File: src/rtl/sys_ctrl_pkg.sv
// Shared definitions for the UART-side system controller: command codes,
// FSM state encoding and the frame-timeout counter sizing helper.
package sys_ctrl_pkg;

    localparam logic [7:0] CMD_WR       = 8'hAA;
    localparam logic [7:0] CMD_RD       = 8'hBB;
    localparam logic [7:0] CMD_ALU_OP   = 8'hCC;
    localparam logic [7:0] CMD_ALU_NOP  = 8'hDD;
    localparam logic [7:0] CMD_BURST_WR = 8'hEE;
    localparam logic [7:0] CMD_BURST_RD = 8'hEF;

    typedef enum logic [3:0] {
        S_IDLE,
        S_GET_ADDR,
        S_GET_CNT,
        S_GET_DATA,
        S_GET_A,
        S_GET_B,
        S_GET_FUN,
        S_RD_REQ,
        S_RD_WAIT,
        S_ALU_WAIT,
        S_TX_LO,
        S_TX_HI
    } state_e;

    typedef enum logic [2:0] {
        OP_WR,
        OP_RD,
        OP_ALU,
        OP_BWR,
        OP_BRD
    } op_e;

    // Counter must be able to hold the value TIMEOUT itself.
    function automatic int tmo_width(input int timeout);
        return $clog2(timeout + 1);
    endfunction

endpackage

File: src/rtl/sys_ctrl_tx_slot.sv
// One-entry transmit holding register. TX_D_VLD stays high with stable data
// until a cycle in which busy_i is low; that cycle is the transfer.
module sys_ctrl_tx_slot #(
    parameter int DATA_WIDTH = 8
) (
    input  logic                  clk,
    input  logic                  rst_n,
    input  logic                  load_i,
    input  logic [DATA_WIDTH-1:0] data_i,
    input  logic                  busy_i,
    output logic                  accepted_o,
    output logic                  full_o,
    output logic [DATA_WIDTH-1:0] tx_data_o,
    output logic                  tx_vld_o
);

    logic                  valid_q;
    logic [DATA_WIDTH-1:0] data_q;

    always_ff @(posedge clk or negedge rst_n) begin
        if (!rst_n) begin
            valid_q <= 1'b0;
            data_q  <= '0;
        end else if (load_i) begin
            valid_q <= 1'b1;
            data_q  <= data_i;
        end else if (valid_q && !busy_i) begin
            valid_q <= 1'b0;
        end
    end

    assign accepted_o = valid_q && !busy_i;
    assign full_o     = valid_q;
    assign tx_data_o  = data_q;
    assign tx_vld_o   = valid_q;

endmodule

File: src/rtl/sys_ctrl_burst.sv
// UART-side system controller: decodes RX command frames into register-file
// and ALU operations (single and burst) and returns results through TX.
module sys_ctrl_burst
    import sys_ctrl_pkg::*;
#(
    parameter int DATA_WIDTH    = 8,
    parameter int ADDRESS_WIDTH = 4,
    parameter int FUN_WIDTH     = 4,
    parameter int TIMEOUT       = 255
) (
    input  logic                     clk,
    input  logic                     reset,
    input  logic [DATA_WIDTH-1:0]    RX_P_DATA,
    input  logic                     RX_D_VLD,
    input  logic [DATA_WIDTH-1:0]    RdData,
    input  logic                     RdData_Valid,
    input  logic [2*DATA_WIDTH-1:0]  ALU_OUT,
    input  logic                     OUT_VALID,
    input  logic                     Busy,
    output logic                     ALU_EN,
    output logic [FUN_WIDTH-1:0]     ALU_FUN,
    output logic                     CLK_EN,
    output logic [ADDRESS_WIDTH-1:0] address,
    output logic                     WrEN,
    output logic [DATA_WIDTH-1:0]    WrData,
    output logic                     RdEN,
    output logic                     clk_div_en,
    output logic [DATA_WIDTH-1:0]    TX_P_DATA,
    output logic                     TX_D_VLD,
    output logic                     frame_err
);

    localparam int            TW      = tmo_width(TIMEOUT);
    localparam logic [TW-1:0] TMO_MAX = TW'(TIMEOUT);

    state_e                   state_q;
    op_e                      op_q;
    logic [ADDRESS_WIDTH-1:0] addr_q, addr_d;
    logic [DATA_WIDTH-1:0]    cnt_q;
    logic [DATA_WIDTH-1:0]    alu_hi_q;
    logic [TW-1:0]            tmo_q;
    logic                     hi_sent_q;

    logic                     wr_en_q, rd_en_q, alu_en_q, clk_en_q;
    logic                     clk_div_en_q, frame_err_q;
    logic [ADDRESS_WIDTH-1:0] address_q;
    logic [DATA_WIDTH-1:0]    wr_data_q;
    logic [FUN_WIDTH-1:0]     alu_fun_q;

    logic                     in_get, tmo_hit, drop_byte;
    logic                     tx_load, tx_accepted, tx_full;
    logic [DATA_WIDTH-1:0]    tx_data;
    logic [ADDRESS_WIDTH-1:0] rx_addr;

    function automatic logic is_cmd(input logic [DATA_WIDTH-1:0] b, input logic [7:0] code);
        return b == DATA_WIDTH'(code);
    endfunction

    assign rx_addr = RX_P_DATA[ADDRESS_WIDTH-1:0];
    assign addr_d  = addr_q + ADDRESS_WIDTH'(1);

    always_comb begin
        in_get    = state_q inside {S_GET_ADDR, S_GET_CNT, S_GET_DATA, S_GET_A, S_GET_B, S_GET_FUN};
        tmo_hit   = in_get && !RX_D_VLD && (tmo_q == TMO_MAX);
        drop_byte = RX_D_VLD && (state_q inside {S_RD_REQ, S_RD_WAIT, S_ALU_WAIT, S_TX_LO, S_TX_HI});
    end

    // The high ALU byte is only offered once the line is idle again.
    always_comb begin
        tx_load = 1'b0;
        tx_data = '0;
        case (state_q)
            S_RD_WAIT: begin
                tx_load = RdData_Valid;
                tx_data = RdData;
            end
            S_ALU_WAIT: begin
                tx_load = OUT_VALID;
                tx_data = ALU_OUT[DATA_WIDTH-1:0];
            end
            S_TX_HI: begin
                tx_load = !hi_sent_q && !tx_full && !Busy;
                tx_data = alu_hi_q;
            end
            default: ;
        endcase
    end

    always_ff @(posedge clk or negedge reset) begin
        if (!reset) begin
            state_q      <= S_IDLE;
            op_q         <= OP_WR;
            addr_q       <= '0;
            cnt_q        <= '0;
            alu_hi_q     <= '0;
            tmo_q        <= '0;
            hi_sent_q    <= 1'b0;
            wr_en_q      <= 1'b0;
            rd_en_q      <= 1'b0;
            alu_en_q     <= 1'b0;
            clk_en_q     <= 1'b0;
            clk_div_en_q <= 1'b0;
            frame_err_q  <= 1'b0;
            address_q    <= '0;
            wr_data_q    <= '0;
            alu_fun_q    <= '0;
        end else begin
            wr_en_q      <= 1'b0;
            rd_en_q      <= 1'b0;
            alu_en_q     <= 1'b0;
            clk_div_en_q <= 1'b1;
            frame_err_q  <= tmo_hit || drop_byte;
            tmo_q        <= (!in_get || RX_D_VLD || tmo_hit) ? '0 : tmo_q + TW'(1);

            if (tmo_hit) begin
                state_q <= S_IDLE;
            end else begin
                case (state_q)
                    S_IDLE: if (RX_D_VLD) begin
                        if (is_cmd(RX_P_DATA, CMD_WR)) begin
                            op_q <= OP_WR;  state_q <= S_GET_ADDR;
                        end else if (is_cmd(RX_P_DATA, CMD_RD)) begin
                            op_q <= OP_RD;  state_q <= S_GET_ADDR;
                        end else if (is_cmd(RX_P_DATA, CMD_ALU_OP)) begin
                            op_q <= OP_ALU; state_q <= S_GET_A;
                        end else if (is_cmd(RX_P_DATA, CMD_ALU_NOP)) begin
                            op_q <= OP_ALU; state_q <= S_GET_FUN;
                        end else if (is_cmd(RX_P_DATA, CMD_BURST_WR)) begin
                            op_q <= OP_BWR; state_q <= S_GET_ADDR;
                        end else if (is_cmd(RX_P_DATA, CMD_BURST_RD)) begin
                            op_q <= OP_BRD; state_q <= S_GET_ADDR;
                        end else begin
                            frame_err_q <= 1'b1;
                        end
                    end
                    S_GET_ADDR: if (RX_D_VLD) begin
                        addr_q <= rx_addr;
                        if (op_q == OP_RD) begin
                            address_q <= rx_addr;
                            rd_en_q   <= 1'b1;
                            cnt_q     <= DATA_WIDTH'(1);
                            state_q   <= S_RD_WAIT;
                        end else if (op_q == OP_WR) begin
                            state_q <= S_GET_DATA;
                        end else begin
                            state_q <= S_GET_CNT;
                        end
                    end
                    S_GET_CNT: if (RX_D_VLD) begin
                        cnt_q <= RX_P_DATA;
                        if (RX_P_DATA == '0) begin
                            state_q <= S_IDLE;
                        end else if (op_q == OP_BWR) begin
                            state_q <= S_GET_DATA;
                        end else begin
                            address_q <= addr_q;
                            rd_en_q   <= 1'b1;
                            state_q   <= S_RD_WAIT;
                        end
                    end
                    S_GET_DATA: if (RX_D_VLD) begin
                        wr_en_q   <= 1'b1;
                        address_q <= addr_q;
                        wr_data_q <= RX_P_DATA;
                        addr_q    <= addr_d;
                        cnt_q     <= cnt_q - DATA_WIDTH'(1);
                        if (op_q == OP_WR || cnt_q == DATA_WIDTH'(1)) state_q <= S_IDLE;
                    end
                    S_GET_A: if (RX_D_VLD) begin
                        wr_en_q   <= 1'b1;
                        address_q <= '0;
                        wr_data_q <= RX_P_DATA;
                        state_q   <= S_GET_B;
                    end
                    S_GET_B: if (RX_D_VLD) begin
                        wr_en_q   <= 1'b1;
                        address_q <= ADDRESS_WIDTH'(1);
                        wr_data_q <= RX_P_DATA;
                        state_q   <= S_GET_FUN;
                    end
                    S_GET_FUN: if (RX_D_VLD) begin
                        alu_fun_q <= RX_P_DATA[FUN_WIDTH-1:0];
                        alu_en_q  <= 1'b1;
                        clk_en_q  <= 1'b1;
                        state_q   <= S_ALU_WAIT;
                    end
                    S_RD_REQ: begin
                        address_q <= addr_q;
                        rd_en_q   <= 1'b1;
                        state_q   <= S_RD_WAIT;
                    end
                    S_RD_WAIT: if (RdData_Valid) state_q <= S_TX_LO;
                    S_ALU_WAIT: if (OUT_VALID) begin
                        alu_hi_q <= ALU_OUT[2*DATA_WIDTH-1:DATA_WIDTH];
                        clk_en_q <= 1'b0;
                        state_q  <= S_TX_LO;
                    end
                    // Burst reads advance only once the previous byte has left.
                    S_TX_LO: if (tx_accepted) begin
                        if (op_q == OP_ALU) begin
                            hi_sent_q <= 1'b0;
                            state_q   <= S_TX_HI;
                        end else if (cnt_q == DATA_WIDTH'(1)) begin
                            state_q <= S_IDLE;
                        end else begin
                            cnt_q   <= cnt_q - DATA_WIDTH'(1);
                            addr_q  <= addr_d;
                            state_q <= S_RD_REQ;
                        end
                    end
                    S_TX_HI: begin
                        if (tx_load) hi_sent_q <= 1'b1;
                        if (tx_accepted) begin
                            hi_sent_q <= 1'b0;
                            state_q   <= S_IDLE;
                        end
                    end
                    default: state_q <= S_IDLE;
                endcase
            end
        end
    end

    sys_ctrl_tx_slot #(.DATA_WIDTH(DATA_WIDTH)) u_tx_slot (
        .clk        (clk),
        .rst_n      (reset),
        .load_i     (tx_load),
        .data_i     (tx_data),
        .busy_i     (Busy),
        .accepted_o (tx_accepted),
        .full_o     (tx_full),
        .tx_data_o  (TX_P_DATA),
        .tx_vld_o   (TX_D_VLD)
    );

    assign ALU_EN     = alu_en_q;
    assign ALU_FUN    = alu_fun_q;
    assign CLK_EN     = clk_en_q;
    assign address    = address_q;
    assign WrEN       = wr_en_q;
    assign WrData     = wr_data_q;
    assign RdEN       = rd_en_q;
    assign clk_div_en = clk_div_en_q;
    assign frame_err  = frame_err_q;

endmodule

File: config.mk
export PLATFORM = sky130hd
export DESIGN_NAME = sys_ctrl_burst
export DESIGN_NICKNAME = d
export VERILOG_FILES = /design/src/rtl/sys_ctrl_pkg.sv /design/src/rtl/sys_ctrl_tx_slot.sv /design/src/rtl/sys_ctrl_burst.sv
export SDC_FILE = /design/constraint.sdc
export NUM_CORES = 1
export LEC_CHECK = 0
export BUFFER_PORTS_ARGS = -buffer_cell sky130_fd_sc_hd__buf_2
export CAP_MARGIN = 20
export CELL_PAD_IN_SITES_DETAIL_PLACEMENT = 0
export CELL_PAD_IN_SITES_GLOBAL_PLACEMENT = 1
export CORE_MARGIN = 3
export CORE_UTILIZATION = 30
export DETAILED_ROUTE_END_ITERATION = 12
export PLACE_DENSITY = 0.59
export REMOVE_ABC_BUFFERS = 1
export SLEW_MARGIN = 10
export SYNTH_ARGS = -nofsm -noshare
export SYNTH_HDL_FRONTEND = slang
export SYNTH_SLANG_ARGS = --single-unit
File: constraint.sdc
create_clock -name clk -period 1.9 [get_ports clk]
set_input_delay 0.38 -clock clk [delete_from_list [all_inputs] [get_ports clk]]
set_output_delay 0.38 -clock clk [all_outputs]
set_load 0.02 [all_outputs]
==> summary.txt <==
Finish
  – Final instance area: approximately 0.0056 sq mm
  – Nets: just over 600
  – Share of cells above drive strength 1: 0.465
  – Non-filler cells in the finished layout: 747
  – Syn-to-layout area delta: 49.0%
  – Fin util: 0.462
  – # diodes: 0
  – Commonest non-fill, non-tap cell in the layout: buf_4
  – Most frequent cells in the layout: buf_4 (115), buf_2 (69), dfrtp_1 (64)

Pwr
  – Sequential fraction of design power: 0.251
  – Combinational Power Share: 0.554
  – Clk network pwr share: 0.195
  – P_int: 5640 uW
  – Switching share of power: 0.396
  – P_sw: about 3700 uW
  – VDD IR max: 880 uV
  – Leakage power: 0.00268 uW
  – Power per cell area: ~1700 mW/mm^2

STA
  – Slew HR: 0.636
  – Fmax: 487 MHz
  – Final Hold Viols: 0
  – Layout Skew: 0.00617 ns
  – Final setup viols: 15
  – Final slew viol count: 0
  – Slew @ Worst Pin: 0.544 ns
  – Final Cycle Share: 1.08
  – Crit path time final: 2.05 ns
  – Crit path setup slack, layout: -0.155 ns
  – RSZ-0062 raised after global routing: yes

Setup path
  – Peak per-stage delay on the critical path: 0.43 ns
  – Worst r2r src: state_q[0]
  – CP required: 2.11 ns
  – FF-to-FF setup slack: -0.15 ns
  – Kind of critical path: reg -> reg
  – CP Launch Type: flip-flop
  – CP Buf/Inv Count: 2
  – R2r worst-path depth: 8
  – CP top delay family: compound AO/OA/AOI/OAI gates
  – Crit path top cell by count: buf_4
  – CP Data Arrival Time: 2.26 ns
  – CP Cell Sequence: buf_4 > buf_4 > nand2_1 > nor4_1 > a221o_1 > a311o_2 > a211oi_2 > a211oi_1
  – Crit end category: flip-flop
  – CP startpoint: state_q[0]
  – RR Endpoint: state_q[2]
  – CP max stage cell: dfrtp_2
  – Critical path peak fanout: 8

Clock tree
  – Clk root buf: clkbuf_16
  – Worst skew pair latency: roughly 0.33 ns
  – Deepest clock path buffer count: 2
  – H-tree levels: 3
  – Clk sinks: 67
  – Total CTS buffers: 9
  – CTS tree: built
  – Clock transition at path regs: approximately 0.06 ns

Floorplanning
  – Die area: 0.0140 sq mm
  – Starting density of the core: 0.310
  – Core area: 0.0122 sq mm
  – Die height: about 120 microns
  – Rows: 40
  – Io pins: 69
  – DIE WIDTH: 118 microns

Placed design
  – I/O Buffers: 68
  – Dpl hpwl: ~9000 microns
  – Placed Cells: 722
  – GP Congestion: 0.894
  – Dpl cell area: 0.00506 sq mm

Synthesis
  – EDFF count, synth: 0
  – Mean Syn Cell Area: 9.46 sq um
  – Synth top area share: 0.444
  – Post-Syn Area: between 0.003 and 0.004 sq mm
  – Synthesis Warnings: 0
  – Synth Flop Type: dfrtp_1
  – Area contributors post-synth: dfrtp_1 (44%), mux2_2 (6.9%), nor2_1 (4.0%)
  – Cell count after synthesis: 399
  – Library cells used by synthesis: between 60 and 70
  – Leading area contributor after synthesis: dfrtp_1
  – Post-synth ARST share: 1.00
  – #FFs+latches synth: 67
  – Sequential share of the synthesized area: 0.444

Route
  – DR pass1 iterations: 4
  – WL final: 11800 microns
  – WL/cell: ~16 microns
  – Via-to-Cell Ratio: 5.00
  – Post-DRT Antenna Nets: 0
  – DRC Markers: 0
  – Vias: roughly 3700
  – Number of DRC markers in iteration 0: 173

Min path
  – Worst Hold Class: in -> async

GRT
  – Total Routing Usage GR: 0.169
  – First-pass GRT wire length: 19100 microns
  – Antenna violations before repair: 0
  – Number of global-route vias before repair: about 3700
  – Largest net degree at the start of global routing: 68
  – Total global routing overflow: 0

Run status
  – Violated checks: negative setup slack
  – Status: finished, violations left

Flow run
  – Max_cap viols: 0
cells by family after synthesis:
group | count (synthesis) | synth area share
xor+xnor | 7 | 0.0162
flops | 67 | 0.444
fa+ha+maj | 4 | 0.0133
other cells | 1 | 0.000993
simple gates | 139 | 0.188
compound gates | 108 | 0.192
mux | 35 | 0.100
buf+inv | 38 | 0.0454
flip-flops by register name, indices dropped and copies added (netlist names), 3 cells and up:
name	cells
ALU_FUN	4
op_q	3
cnt_q	8
addr_q	4
state_q	4
u_tx_slot.tx_data_o	8
tmo_q	8
WrData	8
alu_hi_q	8
address	4
what timing repair did:
| item | 4_1_cts | 5_1_grt |
|---|---|---|
| setup endpoints to repair | 20 | 24 |
| buffers inserted | 3 | 5 |
| cloned | 0 | 1 |
| gates resized for setup | 19 | 31 |
| pin swaps | 6 | 17 |
| hold buffers | 0 | 0 |
how the worst max path moves through the flow:
stage                       endpoint  slack [ns]  cells past startpoint
after floorplan             cnt_q[1]       -0.63                      6
after global placement      cnt_q[1]       -0.22                      8
after detailed placement  state_q[2]       -0.26                      7
after CTS                 state_q[0]       -0.19                      6
after global routing      state_q[3]       -0.22                      7
final                     state_q[2]       -0.15                      8
power by group through the flow:
stage | clock network, uW | logic [uW] | registers, uW
2_1_floorplan | 0 | 2020 | 2840
3_3_place_gp | 0 | 4600 | 2350
3_5_place_dp | 0 | 4640 | 2370
4_1_cts | 1880 | 4820 | 2350
5_1_grt | 1930 | 5630 | 2420
6_report | 1820 | 5170 | 2340
per-layer routing:
layer / vias to the layer above / global-route usage / wire length, microns
li1: 1814 / - / -
met1: 1793 / 0.226 / 5520
met2: 108 / 0.271 / 5430
met3: 17 / 0.0397 / 667
met4: 0 / 0.0564 / 221
met5: - / 0 / 0
through the flow:
stage / hold slack (ns) / setup slack, ns / setup TNS [ns] / power, uW
finish: 0.0513 / -0.155 / -1.41 / 9340
global route: 0.0841 / -0.219 / -2.49 / 9980
CTS: 0.0767 / -0.187 / -1.65 / 9050
detailed placement: 0.432 / -0.262 / -3.59 / 7010
global placement: 0.432 / -0.220 / -3.00 / 6950
floorplan: 0.0844 / -0.630 / -9.08 / 4860
Yosys cell counts, types with 3 or more instances:
master / instances
nor3_1: 12
nor2_1: 40
inv_1: 12
a22o_1: 3
dfrtp_1: 67
or3_1: 3
a211oi_1: 4
mux2_2: 23
xor2_1: 4
a21o_1: 6
nor4_1: 5
nand4_1: 5
nand2_1: 33
buf_2: 11
a31oi_1: 6
nand2b_1: 3
and4bb_2: 3
and2_1: 3
o21ai_1: 7
a21oi_1: 23
clkbuf_1: 10
xnor2_1: 3
and3_1: 3
a32oi_1: 4
a211o_1: 3
o21ai_0: 16
nand3_1: 13
a22oi_1: 5
nor2b_1: 3
o31ai_1: 10
ha_1: 4
mux2i_1: 12
area by class of cell:
type | count | area (sq um)
tap | 168 | 210
clock buffer | 11 | 243
multi-input combinational | 294 | 2070
fill | 1186 | 6540
clock inverter | 5 | 86.3
sequential | 67 | 1680
timing repair buffer | 188 | 1270
inverter | 14 | 56.3
Power figures use the tool's default switching activity.
